<file path="config.mk">
export PLATFORM = sky130hd
export DESIGN_NAME = fnd_scan_dec
export DESIGN_NICKNAME = d
export VERILOG_FILES = /design/src/rtl/fnd_scan_dec_pkg.sv /design/src/rtl/fnd_seg2hex.sv /design/src/rtl/fnd_scan_dec.sv
export SDC_FILE = /design/constraint.sdc
export NUM_CORES = 1
export LEC_CHECK = 0
export CAP_MARGIN = 15
export CELL_PAD_IN_SITES_DETAIL_PLACEMENT = 0
export CELL_PAD_IN_SITES_GLOBAL_PLACEMENT = 2
export CORE_MARGIN = 5
export CORE_UTILIZATION = 41
export CTS_BUF_LIST = sky130_fd_sc_hd__clkbuf_8
export DETAILED_ROUTE_END_ITERATION = 12
export PLACE_DENSITY_LB_ADDON = 0.3
export SYNTH_ARGS = -nofsm -noshare
export SYNTH_HDL_FRONTEND = slang
export SYNTH_SLANG_ARGS = --single-unit
</file>
<file path="constraint.sdc">
create_clock -name clk -period 4.5 [get_ports clk]
set_input_delay 0.9 -clock clk [delete_from_list [all_inputs] [get_ports clk]]
set_output_delay 0.9 -clock clk [all_outputs]
set_load 0.01 [all_outputs]
</file>
<file path="src/rtl/fnd_scan_dec_pkg.sv">
// Shared definitions for the seven-segment scan decoder and the hex-to-segment encoder.
package fnd_scan_dec_pkg;

   localparam int unsigned SEG_W          = 7;
   localparam int unsigned NIB_W          = 4;
   localparam int unsigned NUM_DIG        = 4;
   localparam int unsigned HEX_W          = NIB_W * NUM_DIG;
   localparam int unsigned STABLE_CNT_DEF = 4;

   localparam logic [SEG_W-1:0] SEG_BLANK = 7'h7F;

   typedef struct packed {
      logic [HEX_W-1:0]   hex;
      logic [NUM_DIG-1:0] blank;
      logic [NUM_DIG-1:0] err;
   } fnd_out_t;

   // Active-low {g,f,e,d,c,b,a} pattern for a hex nibble.
   function automatic logic [SEG_W-1:0] hex2seg(input logic [NIB_W-1:0] nib);
      logic [SEG_W-1:0] seg;
      case (nib)
         4'h0:    seg = 7'h40;
         4'h1:    seg = 7'h79;
         4'h2:    seg = 7'h24;
         4'h3:    seg = 7'h30;
         4'h4:    seg = 7'h19;
         4'h5:    seg = 7'h12;
         4'h6:    seg = 7'h02;
         4'h7:    seg = 7'h58;
         4'h8:    seg = 7'h00;
         4'h9:    seg = 7'h10;
         4'hA:    seg = 7'h08;
         4'hB:    seg = 7'h03;
         4'hC:    seg = 7'h46;
         4'hD:    seg = 7'h21;
         4'hE:    seg = 7'h06;
         default: seg = 7'h0E;
      endcase
      return seg;
   endfunction

endpackage

</file>
<file path="src/rtl/fnd_seg2hex.sv">
// Combinational reverse lookup of an active-low segment pattern into a hex nibble.
module fnd_seg2hex
   import fnd_scan_dec_pkg::*;
(
   input  logic [SEG_W-1:0] seg_n,
   output logic [NIB_W-1:0] nibble,
   output logic             blank,
   output logic             invalid
);

   always_comb begin
      nibble  = '0;
      blank   = (seg_n == SEG_BLANK);
      invalid = ~blank;
      for (int i = 0; i < 16; i++) begin
         if (seg_n == hex2seg(NIB_W'(i))) begin
            nibble  = NIB_W'(i);
            invalid = 1'b0;
         end
      end
   end

endmodule

</file>
<file path="src/rtl/fnd_scan_dec.sv">
// Recovers four hex digits from a multiplexed active-low seven-segment display bus.
module fnd_scan_dec
   import fnd_scan_dec_pkg::*;
#(
   parameter int unsigned STABLE_CNT = STABLE_CNT_DEF
) (
   input  logic               clk,
   input  logic               rst_n,
   input  logic [SEG_W-1:0]   seg_n,
   input  logic [NUM_DIG-1:0] dig_n,
   input  logic               clr,
   output logic [HEX_W-1:0]   hex_val,
   output logic [NUM_DIG-1:0] dig_blank,
   output logic [NUM_DIG-1:0] dig_err,
   output logic               frame_valid
);

   localparam int unsigned   SAMP_W  = SEG_W + NUM_DIG;
   localparam int unsigned   CNT_W   = 8;
   localparam logic [CNT_W-1:0] CNT_MAX = '1;
   localparam logic [CNT_W-1:0] CAP_CNT = CNT_W'(STABLE_CNT - 1);

   logic [SEG_W-1:0]   seg_s1_q, seg_s2_q;
   logic [NUM_DIG-1:0] dig_s1_q, dig_s2_q;
   logic [SAMP_W-1:0]  samp, prev_q, prev_d;
   logic [CNT_W-1:0]   cnt_q, cnt_d;
   logic               active, capture;
   logic [NUM_DIG-1:0] cap_sel, seen_q, seen_d, seen_nxt;
   fnd_out_t           out_q, out_d;
   logic               fv_q, fv_d;
   logic [NIB_W-1:0]   dec_nib;
   logic               dec_blank, dec_invalid;

   // Two-flop synchronizers; idle (all ones) out of reset.
   always_ff @(posedge clk or negedge rst_n) begin
      if (!rst_n) begin
         seg_s1_q <= '1;
         seg_s2_q <= '1;
         dig_s1_q <= '1;
         dig_s2_q <= '1;
      end else begin
         seg_s1_q <= seg_n;
         seg_s2_q <= seg_s1_q;
         dig_s1_q <= dig_n;
         dig_s2_q <= dig_s1_q;
      end
   end

   // Dwell counter; a capture fires once when the registered count hits STABLE_CNT-1.
   always_comb begin
      samp   = {dig_s2_q, seg_s2_q};
      prev_d = samp;
      active = $onehot(~dig_s2_q);
      cnt_d  = '0;
      if (active && (samp == prev_q)) begin
         cnt_d = (cnt_q == CNT_MAX) ? cnt_q : cnt_q + CNT_W'(1);
      end
      capture = (cnt_q == CAP_CNT);
      cap_sel = ~prev_q[SEG_W +: NUM_DIG];
   end

   fnd_seg2hex u_seg2hex (
      .seg_n   (prev_q[SEG_W-1:0]),
      .nibble  (dec_nib),
      .blank   (dec_blank),
      .invalid (dec_invalid)
   );

   // Capture/clear update of the output registers and frame tracking.
   always_comb begin
      out_d    = out_q;
      seen_d   = seen_q;
      fv_d     = 1'b0;
      seen_nxt = seen_q | cap_sel;
      if (clr) begin
         out_d  = '0;
         seen_d = '0;
      end else if (capture) begin
         for (int k = 0; k < NUM_DIG; k++) begin
            if (cap_sel[k]) begin
               out_d.blank[k] = dec_blank;
               out_d.err[k]   = dec_invalid;
               if (dec_blank) begin
                  out_d.hex[NIB_W*k +: NIB_W] = '0;
               end else if (!dec_invalid) begin
                  out_d.hex[NIB_W*k +: NIB_W] = dec_nib;
               end
            end
         end
         if (&seen_nxt) begin
            fv_d   = 1'b1;
            seen_d = '0;
         end else begin
            seen_d = seen_nxt;
         end
      end
   end

   always_ff @(posedge clk or negedge rst_n) begin
      if (!rst_n) begin
         prev_q <= '1;
         cnt_q  <= '0;
         seen_q <= '0;
         out_q  <= '0;
         fv_q   <= 1'b0;
      end else begin
         prev_q <= prev_d;
         cnt_q  <= cnt_d;
         seen_q <= seen_d;
         out_q  <= out_d;
         fv_q   <= fv_d;
      end
   end

   assign hex_val     = out_q.hex;
   assign dig_blank   = out_q.blank;
   assign dig_err     = out_q.err;
   assign frame_valid = fv_q;

endmodule

</file>
* Word level (Yosys, flattened, before mapping)
Cells that the tools add are included.
** Word-level totals
- Bits in registers :: 70
- Bits of input ports :: 14
- Output and inout port bits :: 25
** Operators by class
- $add $sub $neg :: 4
- Equality and inequality tests :: 22
- Multiplexer cells :: 55
- Bitwise logic cells :: 4
- Reductions and logical operators :: 16
** Operators with widths (number)
- 4-bit 2-to-1 mux :: 17
- 24-bit 2-to-1 mux :: 2
- 7-bit == test, second input constant :: 5
- 1-bit 2-to-1 mux :: 28
- 7-bit by 5-bit == test with 1-bit output, second input constant :: 3
- 7-bit by 6-bit == test with 1-bit output, second input constant :: 3
- 8-bit 2-to-1 mux :: 2
- 7-bit by 2-bit == test with 1-bit output, second input constant :: 2
- 7-bit by 4-bit == test with 1-bit output, second input constant :: 2
- 3-bit 2-to-1 mux :: 4
- 3-bit AND reduction :: 4
- 11-bit == test :: 1
- 2-bit nonzero test :: 5
- 8-bit by 1-bit adder with 8-bit output, second input constant :: 1
- 8-bit by 2-bit == test with 1-bit output, second input constant :: 1
- 8-bit == test, second input constant :: 1
- 4-bit NOT :: 2
- 2-bit AND reduction :: 4
- 7-bit by 3-bit == test with 1-bit output, second input constant :: 1
- 7-bit zero test :: 1
- 1-bit by 1-bit adder with 2-bit output :: 2
- 2-bit 2-to-1 mux :: 2
- 4-bit OR :: 1
- 4-bit AND reduction :: 1
- other kinds (6) :: 6

* Depth between registers and ports, before layout
- Depth after elaboration :: 23
- Gate-level depth with buffers :: 9
- Depth with buffers taken out :: 8

* Cells and area by module
A second synthesis with hierarchy kept.
** Unflattened totals
- Cells, all modules :: 264
- Area total of the unflattened synthesis :: 3143.0 µm²
** By module, submodules not included
- fnd_scan_dec :: times used 1, cells each 209, area each 2735.1 µm², sequential area each 1793.0 µm²
- fnd_seg2hex :: times used 1, cells each 55, area each 407.9 µm², sequential area each 0.0 µm²

* Worst setup path after synthesis
Ideal clock, no wire load.
- Path kind :: register -> register
- Start point :: register dig_s2_q[0]
- End point :: register cnt_q[7]
- Arrival :: 2.320 ns
- Slack :: 2.081 ns
- Stages on the path, launching flop included :: 10
- Buffers on the path :: 1
- Period minus slack after synthesis :: 2.419 ns
- Path through :: dfstp_2 > fa_1 > inv_1 > ha_1 > ha_1 > nor3_1 > nand4_1 > or3_1 > clkbuf_1 > a311oi_1
** On the way
- Word-level cells in the longest chain between the ends :: 6
** RTL lines
- from (decl) :: line fnd_scan_dec.sv:24 : logic [NUM_DIG-1:0] dig_s1_q, dig_s2_q;
- from (signal assigned) :: line fnd_scan_dec.sv:45 : dig_s2_q <= dig_s1_q;
- 4-bit NOT :: line fnd_scan_dec.sv:53 : active = $onehot(~dig_s2_q);
- 1-bit by 1-bit adder with 2-bit output (not written as such) :: line fnd_scan_dec.sv:53
- 2-bit by 2-bit adder with 3-bit output (not written as such) :: line fnd_scan_dec.sv:53
- 3-bit by 1-bit == test with 1-bit output :: line fnd_scan_dec.sv:53
- 1-bit logical AND (*) :: line fnd_scan_dec.sv:55 : if (active && (samp == prev_q)) begin
- 2-bit inequality test (no source line) or 8-bit 2-to-1 mux (tied branches)
- to (signal assigned) :: line fnd_scan_dec.sv:108 : cnt_q <= cnt_d;
- to (decl) :: line fnd_scan_dec.sv:26 : logic [CNT_W-1:0] cnt_q, cnt_d;
Every way passes the cells marked *; elsewhere a longest branch is shown, timed or not.
A chain may end at the register's enable or synchronous reset.

* Worst setup path in the final report
- Start point :: input clr
- End point :: register out_q (netlist bit hex_val[0])
** On the way
- Word-level cells in the longest chain between the ends :: 2
** RTL lines
- from (decl) :: line fnd_scan_dec.sv:11 : input logic clr,
- 3-bit inequality test (no source line) or 2-bit nonzero test (tied branches)
- 3-bit AND reduction (no source line)
- to (signal assigned) :: line fnd_scan_dec.sv:110 : out_q <= out_d;
- to (decl) :: line fnd_scan_dec.sv:29 : fnd_out_t out_q, out_d;
Parallel ways exist; a longest one is shown, timed or not.

==> metrics <==
status complete, no violations; Clock Latency Late Sink 0.34 ns; P_int 0.00104 W; largest area contributor in the netlist dfrtp_1; I/O pin count 39; VDD IR max 0.182 mV; most numerous cell in the Yosys netlist dfrtp_1; fin. max-slew vios 0; Pleak 1.53 nW; post-synth cell types 51; worst slack, placed 1.42 ns; FP Rows 31; Post-Syn Instances 247; critical path class input port to flip-flop; routed wire length per instance 15.3 µm; worst slew pin tran 0.913 ns; gr ovfl total 0; warnings from Yosys 0; worst hold path type flip-flop to flip-flop; drt drc 0; DRT iter0 DRCs 69; Fillers 668; FMAX 0.368 GHz; vias in the first global route 1955; TritonRoute pass-1 iters 4; clock root buffer clkbuf_8; max_cap viols 0; Pwr Density 366 nW/µm²; Flop pwr share 51.6%; CTS tree yes; post-CTS sizing 0; Final GP Congestion 0.787; setup_tns 0 ns; via count 1986; Final HPWL DP 4340 µm; flops & latches, synth 70; first element of the critical path clr; routed wire length 5980 µm; die area 9180 µm²; RSZ-0062 raised after global routing no; fin crit share 60.5%; # nets final 306; die width 95.8 µm; clock sink total 70; Hold Startpoint seg_s1_q[5]$_DFF_PN1_; Slew HR 39.2%; Pwr Total 0.00135 W; ys async rst share 100%; CTS clock-pin slew for the worst setup and hold paths 0.07 ns; worst r2r src dig_s2_q[1]$_DFF_PN1_; Clock Power Share 39.7%; GRT Overall Usage 14.3%; area of the multi-input gates 1130 µm²; crit path DAT 2.94 ns; FF+latch area 1790 µm²; H-tree depth 3; synthesized area 3020 µm²; largest net degree at the start of global routing 42; worst setup margin 1.78 ns; Hold Vio Cnt, Final 0; # diodes 0; IO buf count 38; Vias/cell 5.07; Post-Syn Area per Cell 12.2 µm²; starting density of the core 41.8%; layout cells sized above 1 23.5%; Die Span Y 95.8 µm; initial antenna violation count 0; Comb power frac 8.7%; first-pass GRT wire length 9880 µm; worst-path maximum fanout 14; Worst setup SP type input port; ys flop type dfrtp_1; worst path required time 4.71 ns; top-area cell type share of the netlist area 30.7%; Clock Path Buffers 2; setup violators final 0; cell area after layout 3690 µm²; Routed Antenna Nets 0; Post-synth top cells 37 x dfrtp_1, 33 x dfstp_2, 24 x nor2_1; Synth area leaders dfrtp_1 31%, dfstp_2 29%, xnor2_1 3.5%; CTS Buf Count 9; Setup Buffers After CTS 0; net count after synthesis 265; Worst Clk Skew 0.0111 ns; CP Capture Type flip-flop; sequential element share of the synthesized area 59.4%; core area 7210 µm²; Net Switching 0.000309 W; Area after DPL 3480 µm²; Net Sw Frac 22.9%; Area growth, synth to finish 22.3%; EDFF count, synth 0; Hold Buf Count CTS 0; fin crit period 2.72 ns
==> stage by stage <==
stage | hold WS [ns] | util, % | cells
finish | 0.357 | 51.2 | 392
global route | 0.360 | 51.2 | 392
CTS | 0.358 | 51.2 | 392
detailed placement | 0.347 | 48.2 | 376
global placement | 0.346 | 48.2 | 376
floorplan | 0.345 | - | 247
==> cell families (layout without fill, tap and decap cells) <==
kind of cell	after synthesis	after routing	synth area share (%)
compound gates	49	49	12.7
mux	9	9	3.81
xor+xnor	17	17	4.93
buf+inv	22	68	3.23
simple gates	76	76	14.0
fa+ha+maj	4	4	1.91
flops	70	70	59.4
==> power by group through the flow <==
stage | combinational [W] | clock, W | sequential, W
after floorplan | 0.0000662 | 0 | 0.000699
after global placement | 0.000118 | 0 | 0.000708
after detailed placement | 0.000120 | 0 | 0.000708
after CTS | 0.000120 | 0.000557 | 0.000697
after global routing | 0.000130 | 0.000582 | 0.000702
final | 0.000117 | 0.000535 | 0.000697
==> worst paths after layout <==
| check | to | slack [ns] | cells past startpoint |
|---|---|---|---|
| min in group asynchronous | hex_val[4]$_DFFE_PN0P_ | 0.70 | 1 |
| setup / recovery | hex_val[0]$_DFFE_PN0P_ | 1.78 | 6 |
| hold / removal | seg_s2_q[5]$_DFF_PN1_ | 0.36 | 0 |
| hold reg to reg | seg_s2_q[5]$_DFF_PN1_ | 0.36 | 0 |
| setup reg to reg | cnt_q[7]$_DFFE_PN0P_ | 1.86 | 8 |
| max in group asynchronous | prev_q[1]$_DFF_PN1_ | 2.85 | 2 |
==> cells in the final DEF (no fill, tap or decap), types with 6 or more instances in the layout <==
cell | netlist | final
dfrtp_1 | 37 | 37
nor3_1 | 6 | 6
xnor2_1 | 12 | 12
nand2_1 | 10 | 10
dfstp_2 | 33 | 33
inv_1 | 13 | 14
clkdlybuf4s50_1 | 0 | 37
o2bb2ai_1 | 8 | 8
nand4_1 | 7 | 7
o21ai_0 | 8 | 8
nor2_1 | 24 | 24
clkbuf_8 | 0 | 9
==> final cells by class <==
cell class | count | share of cell area, %
Clock inverter | 7 | 2.44
Tap cell | 99 | 3.36
Timing Repair Buffer | 39 | 10.4
Sequential cell | 70 | 48.6
Inverter | 13 | 1.32
Clock buffer | 9 | 3.36
Multi-Input combinational cell | 155 | 30.6
==> metal layers <==
layer	GRT usage [%]	share of wire (%)	vias up
li1	-	-	962
met1	18.3	46	964
met2	22.6	47	48
met3	3.75	5.1	12
met4	6.40	1.9	0
met5	0	0	-
==> state kept, by name, indices dropped and copies added, names as in the netlist <==
register	cells
dig_s2_q	4
frame_valid	1
prev_q	11
cnt_q	8
dig_blank	4
dig_err	4
hex_val	16
dig_s1_q	4
seg_s2_q	7
seen_q	4
seg_s1_q	7
==> worst max-delay path, stage by stage <==
cell             delay [ns]
clkdlybuf4s50_1        0.67
a31oi_1                0.36
o41ai_4                0.14
nor4_4                 0.34
or2_4                  0.23
mux2_4                 0.29
(Power assumes the default switching activity.)
